$ cat config.mk
export PLATFORM = sky130hd
export DESIGN_NAME = cdb_arbiter_flat
export DESIGN_NICKNAME = d
export VERILOG_FILES = /design/src/rtl/cdb_arbiter_pkg.sv /design/src/rtl/cdb_arbiter_if.sv /design/src/rtl/cdb_arbiter_rr_picker.sv /design/src/rtl/cdb_arbiter.sv /design/src/flat_wrapper.sv
export SDC_FILE = /design/constraint.sdc
export NUM_CORES = 1
export LEC_CHECK = 0
export CAP_MARGIN = 20
export CORE_MARGIN = 10
export CORE_UTILIZATION = 40
export DETAILED_ROUTE_END_ITERATION = 16
export HOLD_SLACK_MARGIN = 0.15
export MAX_ROUTING_LAYER = met4
export PLACE_DENSITY = 0.79
export SLEW_MARGIN = 25
export SYNTH_ARGS = -nofsm -noshare
export SYNTH_HDL_FRONTEND = slang
export SYNTH_SLANG_ARGS = --single-unit
$ cat constraint.sdc
create_clock -name clk -period 5.2 [get_ports clk]
set_input_delay 1.04 -clock clk [delete_from_list [all_inputs] [get_ports clk]]
set_output_delay 1.04 -clock clk [all_outputs]
set_load 0.01 [all_outputs]
$ cat src/rtl/cdb_arbiter_pkg.sv
// cdb_arbiter_pkg: shared CPU types and constants for the common data bus.
//   NUM_FU          number of functional units that write to the CDB
//   ROB_INDEX_BITS  width of a ROB tag (ROB index)
//   DATA_BITS       width of a result value
//   cdb_t           one CDB payload {tag, data}; the ROB and reservation stations use it too
//   next_index()    round-robin successor of an index, wrapping at n (n need not be 2^k)
package cdb_arbiter_pkg;

    localparam int NUM_FU         = 4;
    localparam int ROB_INDEX_BITS = 4;
    localparam int DATA_BITS      = 32;

    typedef struct packed {
        logic [ROB_INDEX_BITS-1:0] tag;
        logic [DATA_BITS-1:0]      data;
    } cdb_t;

    function automatic int next_index(input int idx, input int n);
        return (idx == n - 1) ? 0 : idx + 1;
    endfunction

endpackage

$ cat src/rtl/cdb_arbiter_if.sv
// cdb_arbiter_if: handshake bundle between the functional units, the arbiter and the CDB consumer.
//   req_valid/req_tag/req_data  per-unit result offers (units -> arbiter)
//   req_ready                   per-unit accept, one-hot or zero (arbiter -> units)
//   cdb_valid/tag/data/src      registered CDB slot (arbiter -> ROB/RS)
//   cdb_ready                   consumer accepts the slot (ROB/RS -> arbiter)
// Modports: master = arbiter side, slave = units/consumer side.
interface cdb_arbiter_if
    import cdb_arbiter_pkg::*;
#(
    parameter int num_req        = NUM_FU,
    parameter int req_index_bits = 2,
    parameter int tag_bits       = ROB_INDEX_BITS
);

    logic [num_req-1:0]                  req_valid;
    logic [num_req-1:0][tag_bits-1:0]    req_tag;
    logic [num_req-1:0][DATA_BITS-1:0]   req_data;
    logic [num_req-1:0]                  req_ready;

    logic                                cdb_valid;
    logic [tag_bits-1:0]                 cdb_tag;
    logic [DATA_BITS-1:0]                cdb_data;
    logic [req_index_bits-1:0]           cdb_src;
    logic                                cdb_ready;

    modport master (
        input  req_valid, req_tag, req_data, cdb_ready,
        output req_ready, cdb_valid, cdb_tag, cdb_data, cdb_src
    );

    modport slave (
        output req_valid, req_tag, req_data, cdb_ready,
        input  req_ready, cdb_valid, cdb_tag, cdb_data, cdb_src
    );

endinterface

$ cat src/rtl/cdb_arbiter_rr_picker.sv
// rr_picker: purely combinational round-robin selector.
//   req_valid  in   per-requester request bits
//   ptr        in   highest-priority index for this cycle
//   grant      out  one-hot winner, zero when nobody requests
//   any        out  at least one request present
//   winner     out  encoded index of the granted requester
module rr_picker #(
    parameter int num_req        = 4,
    parameter int req_index_bits = 2
) (
    input  logic [num_req-1:0]        req_valid,
    input  logic [req_index_bits-1:0] ptr,
    output logic [num_req-1:0]        grant,
    output logic                      any,
    output logic [req_index_bits-1:0] winner
);

    int idx;

    always_comb begin
        // NOTE: every output gets a default before the scan so no path leaves a latch.
        grant  = '0;
        any    = 1'b0;
        winner = '0;
        idx    = 0;
        // Scan ptr, ptr+1, ... modulo num_req; the first requester found wins.
        for (int k = 0; k < num_req; k++) begin
            idx = int'(ptr) + k;
            if (idx >= num_req) idx = idx - num_req;
            if (!any && req_valid[idx]) begin
                any        = 1'b1;
                grant[idx] = 1'b1;
                winner     = req_index_bits'(idx);
            end
        end
    end

endmodule

$ cat src/rtl/cdb_arbiter.sv
// cdb_arbiter: round-robin arbiter and single registered slot for the common data bus.
//   clk          clock
//   rst          synchronous active-high reset
//   flush        drops the CDB slot and accepts no request this cycle
//   bus          cdb_arbiter_if.master: unit offers/accepts and the CDB slot
//   grant_count  accepted requests since reset, wraps at 2^32
module cdb_arbiter
    import cdb_arbiter_pkg::*;
#(
    parameter int num_req        = NUM_FU,
    parameter int req_index_bits = 2,
    parameter int tag_bits       = ROB_INDEX_BITS   // must equal ROB_INDEX_BITS so it fits cdb_t
) (
    input  logic                 clk,
    input  logic                 rst,
    input  logic                 flush,
    cdb_arbiter_if.master        bus,
    output logic [31:0]          grant_count
);

    logic [req_index_bits-1:0] ptr;
    logic                      slot_valid;
    cdb_t                      slot;
    logic [req_index_bits-1:0] slot_src;

    logic [num_req-1:0]        grant;
    logic                      any_req;
    logic [req_index_bits-1:0] winner;
    logic                      can_load;
    logic                      transfer;

    rr_picker #(
        .num_req        (num_req),
        .req_index_bits (req_index_bits)
    ) u_picker (
        .req_valid (bus.req_valid),
        .ptr       (ptr),
        .grant     (grant),
        .any       (any_req),
        .winner    (winner)
    );

    // The slot can take a new result when it is empty or being drained this cycle.
    // NOTE: rst gates this combinationally; with a synchronous reset the state is
    // unknown until the first edge, yet req_ready must read 0 throughout reset.
    assign can_load      = (~slot_valid | bus.cdb_ready) & ~flush & ~rst;
    assign transfer      = any_req & can_load;
    assign bus.req_ready = grant & {num_req{can_load}};

    always_ff @(posedge clk) begin
        // NOTE: non-blocking assignments so every register sees pre-edge values.
        if (rst) begin
            ptr         <= '0;
            slot_valid  <= 1'b0;
            slot        <= '0;
            slot_src    <= '0;
            grant_count <= '0;
        end else if (flush) begin
            slot_valid  <= 1'b0;
        end else if (transfer) begin
            // Drain and refill on the same edge: no bubble at full throughput.
            slot_valid  <= 1'b1;
            slot        <= '{tag: bus.req_tag[winner], data: bus.req_data[winner]};
            slot_src    <= winner;
            ptr         <= req_index_bits'(next_index(int'(winner), num_req));
            grant_count <= grant_count + 32'd1;
        end else if (bus.cdb_ready) begin
            slot_valid  <= 1'b0;   // payload held, only valid drops
        end
    end

    assign bus.cdb_valid = slot_valid;
    assign bus.cdb_tag   = slot.tag;
    assign bus.cdb_data  = slot.data;
    assign bus.cdb_src   = slot_src;

endmodule

$ cat src/flat_wrapper.sv
// flat-port wrapper written by rule: the top's interface ports become plain ports
module cdb_arbiter_flat import cdb_arbiter_pkg::*;
#(
    parameter int num_req        = NUM_FU,
    parameter int req_index_bits = 2,
    parameter int tag_bits       = ROB_INDEX_BITS                                                
)
  (clk, rst, flush, grant_count, bus_req_valid, bus_req_tag, bus_req_data, bus_cdb_ready, bus_req_ready, bus_cdb_valid, bus_cdb_tag, bus_cdb_data, bus_cdb_src);
  cdb_arbiter_if #(.num_req(num_req), .req_index_bits(req_index_bits), .tag_bits(tag_bits)) bus_i ();
  input  logic clk;
  input  logic rst;
  input  logic flush;
  output logic [31:0] grant_count;
  input wire logic [$bits(bus_i.req_valid)-1:0] bus_req_valid;
  input wire logic [$bits(bus_i.req_tag)-1:0] bus_req_tag;
  input wire logic [$bits(bus_i.req_data)-1:0] bus_req_data;
  input wire logic [$bits(bus_i.cdb_ready)-1:0] bus_cdb_ready;
  output wire logic [$bits(bus_i.req_ready)-1:0] bus_req_ready;
  output wire logic [$bits(bus_i.cdb_valid)-1:0] bus_cdb_valid;
  output wire logic [$bits(bus_i.cdb_tag)-1:0] bus_cdb_tag;
  output wire logic [$bits(bus_i.cdb_data)-1:0] bus_cdb_data;
  output wire logic [$bits(bus_i.cdb_src)-1:0] bus_cdb_src;
  assign bus_i.req_valid = bus_req_valid;
  assign bus_i.req_tag = bus_req_tag;
  assign bus_i.req_data = bus_req_data;
  assign bus_i.cdb_ready = bus_cdb_ready;
  assign bus_req_ready = bus_i.req_ready;
  assign bus_cdb_valid = bus_i.cdb_valid;
  assign bus_cdb_tag = bus_i.cdb_tag;
  assign bus_cdb_data = bus_i.cdb_data;
  assign bus_cdb_src = bus_i.cdb_src;
  cdb_arbiter #(.num_req(num_req), .req_index_bits(req_index_bits), .tag_bits(tag_bits)) u_core (.clk(clk), .rst(rst), .flush(flush), .bus(bus_i), .grant_count(grant_count));
endmodule
==> results of run 1 <==
-- flip-flops by register name (all words and copies together) (netlist names) --
name and count:
u_core.bus.cdb_data 32, u_core.bus.cdb_src 2, u_core.bus.cdb_tag 4, u_core.bus.cdb_valid 1, u_core.grant_count 32, u_core.ptr 2
-- cell families (layout without fill, tap and decap cells) --
| logic type | count (synthesis) | after routing | synth area share |
|---|---|---|---|
| compound gates | 148 | 148 | 0.229 |
| xor+xnor | 29 | 29 | 0.0587 |
| fa+ha+maj | 7 | 7 | 0.0202 |
| buf+inv | 48 | 256 | 0.0485 |
| flops | 73 | 73 | 0.337 |
| mux | 41 | 41 | 0.111 |
| simple gates | 166 | 166 | 0.195 |
-- worst min-delay path: stages, from the launching register on --
cell and delay [ns]:
sky130_fd_sc_hd__dfxtp_1 0.33, sky130_fd_sc_hd__nand2_1 0.06, sky130_fd_sc_hd__a21oi_1 0.05
-- layer usage --
layer  global-route usage  vias up  wire, um
met5                    -        -         0
met4               0.0482        0       195
met3               0.0710       16      1560
met2                0.361      188      8610
met1                0.234     2305      6570
li1                     -     2310         -
-- area by class of cell --
type | count | share of cell area
Timing Repair Buffer | 235 | 0.340
Inverter | 5 | 0.00274
Clock inverter | 7 | 0.0113
Multi-Input combinational cell | 391 | 0.390
Sequential cell | 73 | 0.213
Tap cell | 136 | 0.0248
Clock buffer | 9 | 0.0181
-- synthesized netlist by cell type, types with 2 or more instances --
cell / number / area share
sky130_fd_sc_hd__buf_6: 3 / 0.0078
sky130_fd_sc_hd__xnor2_1: 7 / 0.014
sky130_fd_sc_hd__a211oi_1: 2 / 0.0035
sky130_fd_sc_hd__a21o_1: 2 / 0.0035
sky130_fd_sc_hd__inv_1: 5 / 0.0043
sky130_fd_sc_hd__clkbuf_1: 31 / 0.027
sky130_fd_sc_hd__mux4_2: 2 / 0.010
sky130_fd_sc_hd__nand2_1: 19 / 0.016
sky130_fd_sc_hd__nor3_1: 2 / 0.0023
sky130_fd_sc_hd__mux2_2: 2 / 0.0052
sky130_fd_sc_hd__o21ai_1: 10 / 0.012
sky130_fd_sc_hd__nand3_1: 51 / 0.059
sky130_fd_sc_hd__a22oi_1: 9 / 0.016
sky130_fd_sc_hd__or3_1: 4 / 0.0058
sky130_fd_sc_hd__a221o_1: 34 / 0.079
sky130_fd_sc_hd__a21oi_1: 44 / 0.051
sky130_fd_sc_hd__buf_2: 6 / 0.0069
sky130_fd_sc_hd__mux2i_1: 4 / 0.0092
sky130_fd_sc_hd__and4_1: 5 / 0.010
sky130_fd_sc_hd__nor2b_1: 5 / 0.0072
sky130_fd_sc_hd__nand4_1: 12 / 0.017
sky130_fd_sc_hd__mux2_1: 33 / 0.086
sky130_fd_sc_hd__ha_1: 7 / 0.020
sky130_fd_sc_hd__nor3b_1: 2 / 0.0035
sky130_fd_sc_hd__xor2_1: 22 / 0.044
sky130_fd_sc_hd__nand2b_1: 5 / 0.0072
sky130_fd_sc_hd__and3_1: 6 / 0.0087
sky130_fd_sc_hd__o211ai_1: 3 / 0.0052
sky130_fd_sc_hd__and2_1: 4 / 0.0058
sky130_fd_sc_hd__nand3b_1: 2 / 0.0035
sky130_fd_sc_hd__a221oi_1: 2 / 0.0040
sky130_fd_sc_hd__buf_1: 3 / 0.0026
sky130_fd_sc_hd__dfxtp_1: 73 / 0.34
sky130_fd_sc_hd__a2111oi_0: 2 / 0.0040
sky130_fd_sc_hd__o21ai_0: 34 / 0.039
sky130_fd_sc_hd__nor2_1: 44 / 0.038
-- worst paths after layout --
| check | start | endpoint | slack, ns |
|---|---|---|---|
| worst max-delay path | bus_req_valid[1] | bus_req_ready[2] | 0.43 |
| worst min-delay path | u_core.bus.cdb_src[0]$_SDFFE_PP0P_ | u_core.bus.cdb_src[0]$_SDFFE_PP0P_ | 0.48 |
| worst max register to register | u_core.ptr[1]$_SDFFE_PP0P_ | u_core.bus.cdb_data[16]$_SDFFE_PP0P_ | 1.14 |
| worst min register to register | u_core.bus.cdb_src[0]$_SDFFE_PP0P_ | u_core.bus.cdb_src[0]$_SDFFE_PP0P_ | 0.48 |
-- power by group --
part	switching, mW	internal (mW)	total [mW]	leakage [nW]
clock	0.231	0.226	0.457	0.100
combinational	0.284	0.326	0.610	1.75
sequential	0.0306	0.608	0.639	0.595
total	0.545	1.16	1.71	2.44
==> results by group, run 1 <==
Place
  – Post-detail-place hpwl: 13.1 mm
  – Total cell area at the placement stage: 0.00665 mm^2
  – Routability cong.: 0.887
  – Worst slack, placed: 0.444 ns
  – Number of buffers inserted by port buffering: 226
  – Cell count after placement: 840

STA
  – Final slew viol count: 0
  – Final worst path period need: 4.77 ns
  – TNS Setup: 0 ns
  – Final hold vios: 0
  – Clock tree skew after final layout: 0.0145 ns
  – Unrepaired setup endpoints after global routing: no
  – Worst slew margin relative to its limit: 0.325
  – Fmax achieved: 210 MHz
  – Tightest hold margin: 0.478 ns
  – Minimum setup slack in the final design: 0.429 ns
  – Worst Max-Slew Pin Slew: 1.01 ns
  – Final worst path period share: 0.917
  – Setup violation total in the final timing report: 0

Clock network
  – # H-tree levels: 3
  – Post_cts resized: 0
  – Worst-path clk slew: 0.08 ns
  – CTS Sinks: 73
  – CTS Hold Bufs: 0
  – Number of buffers inserted during clock tree synthesis: 9
  – TritonCTS clock tree: done
  – Max Buffers Root-to-Sink: 2
  – Root Buffer Master: sky130_fd_sc_hd__clkbuf_8
  – Clock insertion delay at the later pin of the skew report: 0.34 ns
  – Buffers inserted by post-CTS timing repair: 0

Critical path
  – Worst path depth: 7
  – Signal arrival time at the worst endpoint: 3.73 ns
  – Top fanout value on the critical path: 13
  – Worst path buffer plus inverter count: 2
  – Type of the worst setup path: input pin to primary output
  – CP Data Required Time: 4.16 ns
  – Worst path most repeated cell: sky130_fd_sc_hd__clkdlybuf4s50_1
  – Critical Path Max Stage Delay: 0.63 ns
  – Worst path cell trace: clkdlybuf4s50_1 > mux4_2 > a211oi_1 > a22oi_1 > o21ai_0 > nor2b_1 > clkdlybuf4s50_1
  – Startpoint class of the critical path: input pin
  – Sort of element at the end of the critical path: primary output
  – Slowest stage cell on the critical path: sky130_fd_sc_hd__mux4_2
  – Top cell family by delay on the critical path: buffers and inverters
  – Number of cells on the worst reg-to-reg path: 9

Die
  – Chip height: 124 um
  – Row cnt: 37
  – Core Box Area: 0.0104 mm^2
  – Die span in x: 124 um
  – Number of top-level design ports: 227
  – Total Die Area: 0.0154 mm^2
  – Starting density of the core: 0.416

Global routing
  – Overall overflow remaining after global route: 0
  – Wire length of the first global-routing pass: 25.4 mm
  – Global routing usage summed across all routing layers: 0.211
  – Initial antenna violation count: 0
  – Maximum number of pins on one net before global-route repair: 41
  – Via count of the first global-routing pass: 4962

Synth
  – Mean post-synth cell area: 8.46 um^2
  – Post-synthesis sequential area ratio: 0.337
  – Summed instance area of the synthesized netlist: 0.00433 mm^2
  – Count of flip-flops with a built-in enable after synthesis: 0
  – Warnings from Yosys: 0
  – Total of flip-flops plus latches after synthesis: 73
  – Most used DFF post-synth: sky130_fd_sc_hd__dfxtp_1
  – Synthesized net count: 671
  – Cell count after synthesis: 512
  – Unique masters post-synth: 47
  – Fraction of synthesis flops using an asynchronous set or reset pin: 0

Routing
  – Via count: 4819
  – Number of remaining DRC errors: 0
  – First drt pass iteration count: 5
  – Vias per cell: 5.63
  – Detail-routed net length per standard cell: 19.8 um
  – Starting DRT DRC Count: 337
  – Total detailed-routing wirelength: 16.9 mm
  – Post-DRT Antenna Nets: 0

Run status
  – Run status: finished clean

Pwr
  – Max rail drop VDD: 148 uV
  – Power per Cell Area: 249 mW/mm^2
  – LEAKAGE: 2.44 nW
  – Tot Pwr: 1.71 mW

Finish
  – Syn-to-layout area delta: 58.3%
  – Most frequent cells in the layout: 226 x sky130_fd_sc_hd__clkdlybuf4s50_1, 73 x sky130_fd_sc_hd__dfxtp_1, 51 x sky130_fd_sc_hd__nand3_1
  – Non-Filler Cell Area, Final: 0.00686 mm^2
  – Filler cell count: 876
  – Fin nets: 874
  – Diodes inserted: 0
  – Combined area of the multi-input logic cells: 0.00267 mm^2
  – Fraction of the core area covered by cells at the end of the flow: 0.658
  – Most common cell after layout, fill and taps aside: sky130_fd_sc_hd__clkdlybuf4s50_1
  – Post-route non-filler standard cell count: 856
  – Fraction of layout cells with a size suffix above 1: 0.0514
  – Sequential cell area: 0.00146 mm^2

Flow run
  – Max cap viols: 0

Min path
  – Number of instances on the worst hold path: 2
  – Path class of the lowest-slack min-delay path: flop to flop
Note: power is estimated with default switching activity, not from simulation.
==> run 2, diff against run 1 <==
Settings changed: CAP_MARGIN 20 to unset.
==> results of run 2 <==
The final DEF is identical to that of run 1; final timing and power are the same.
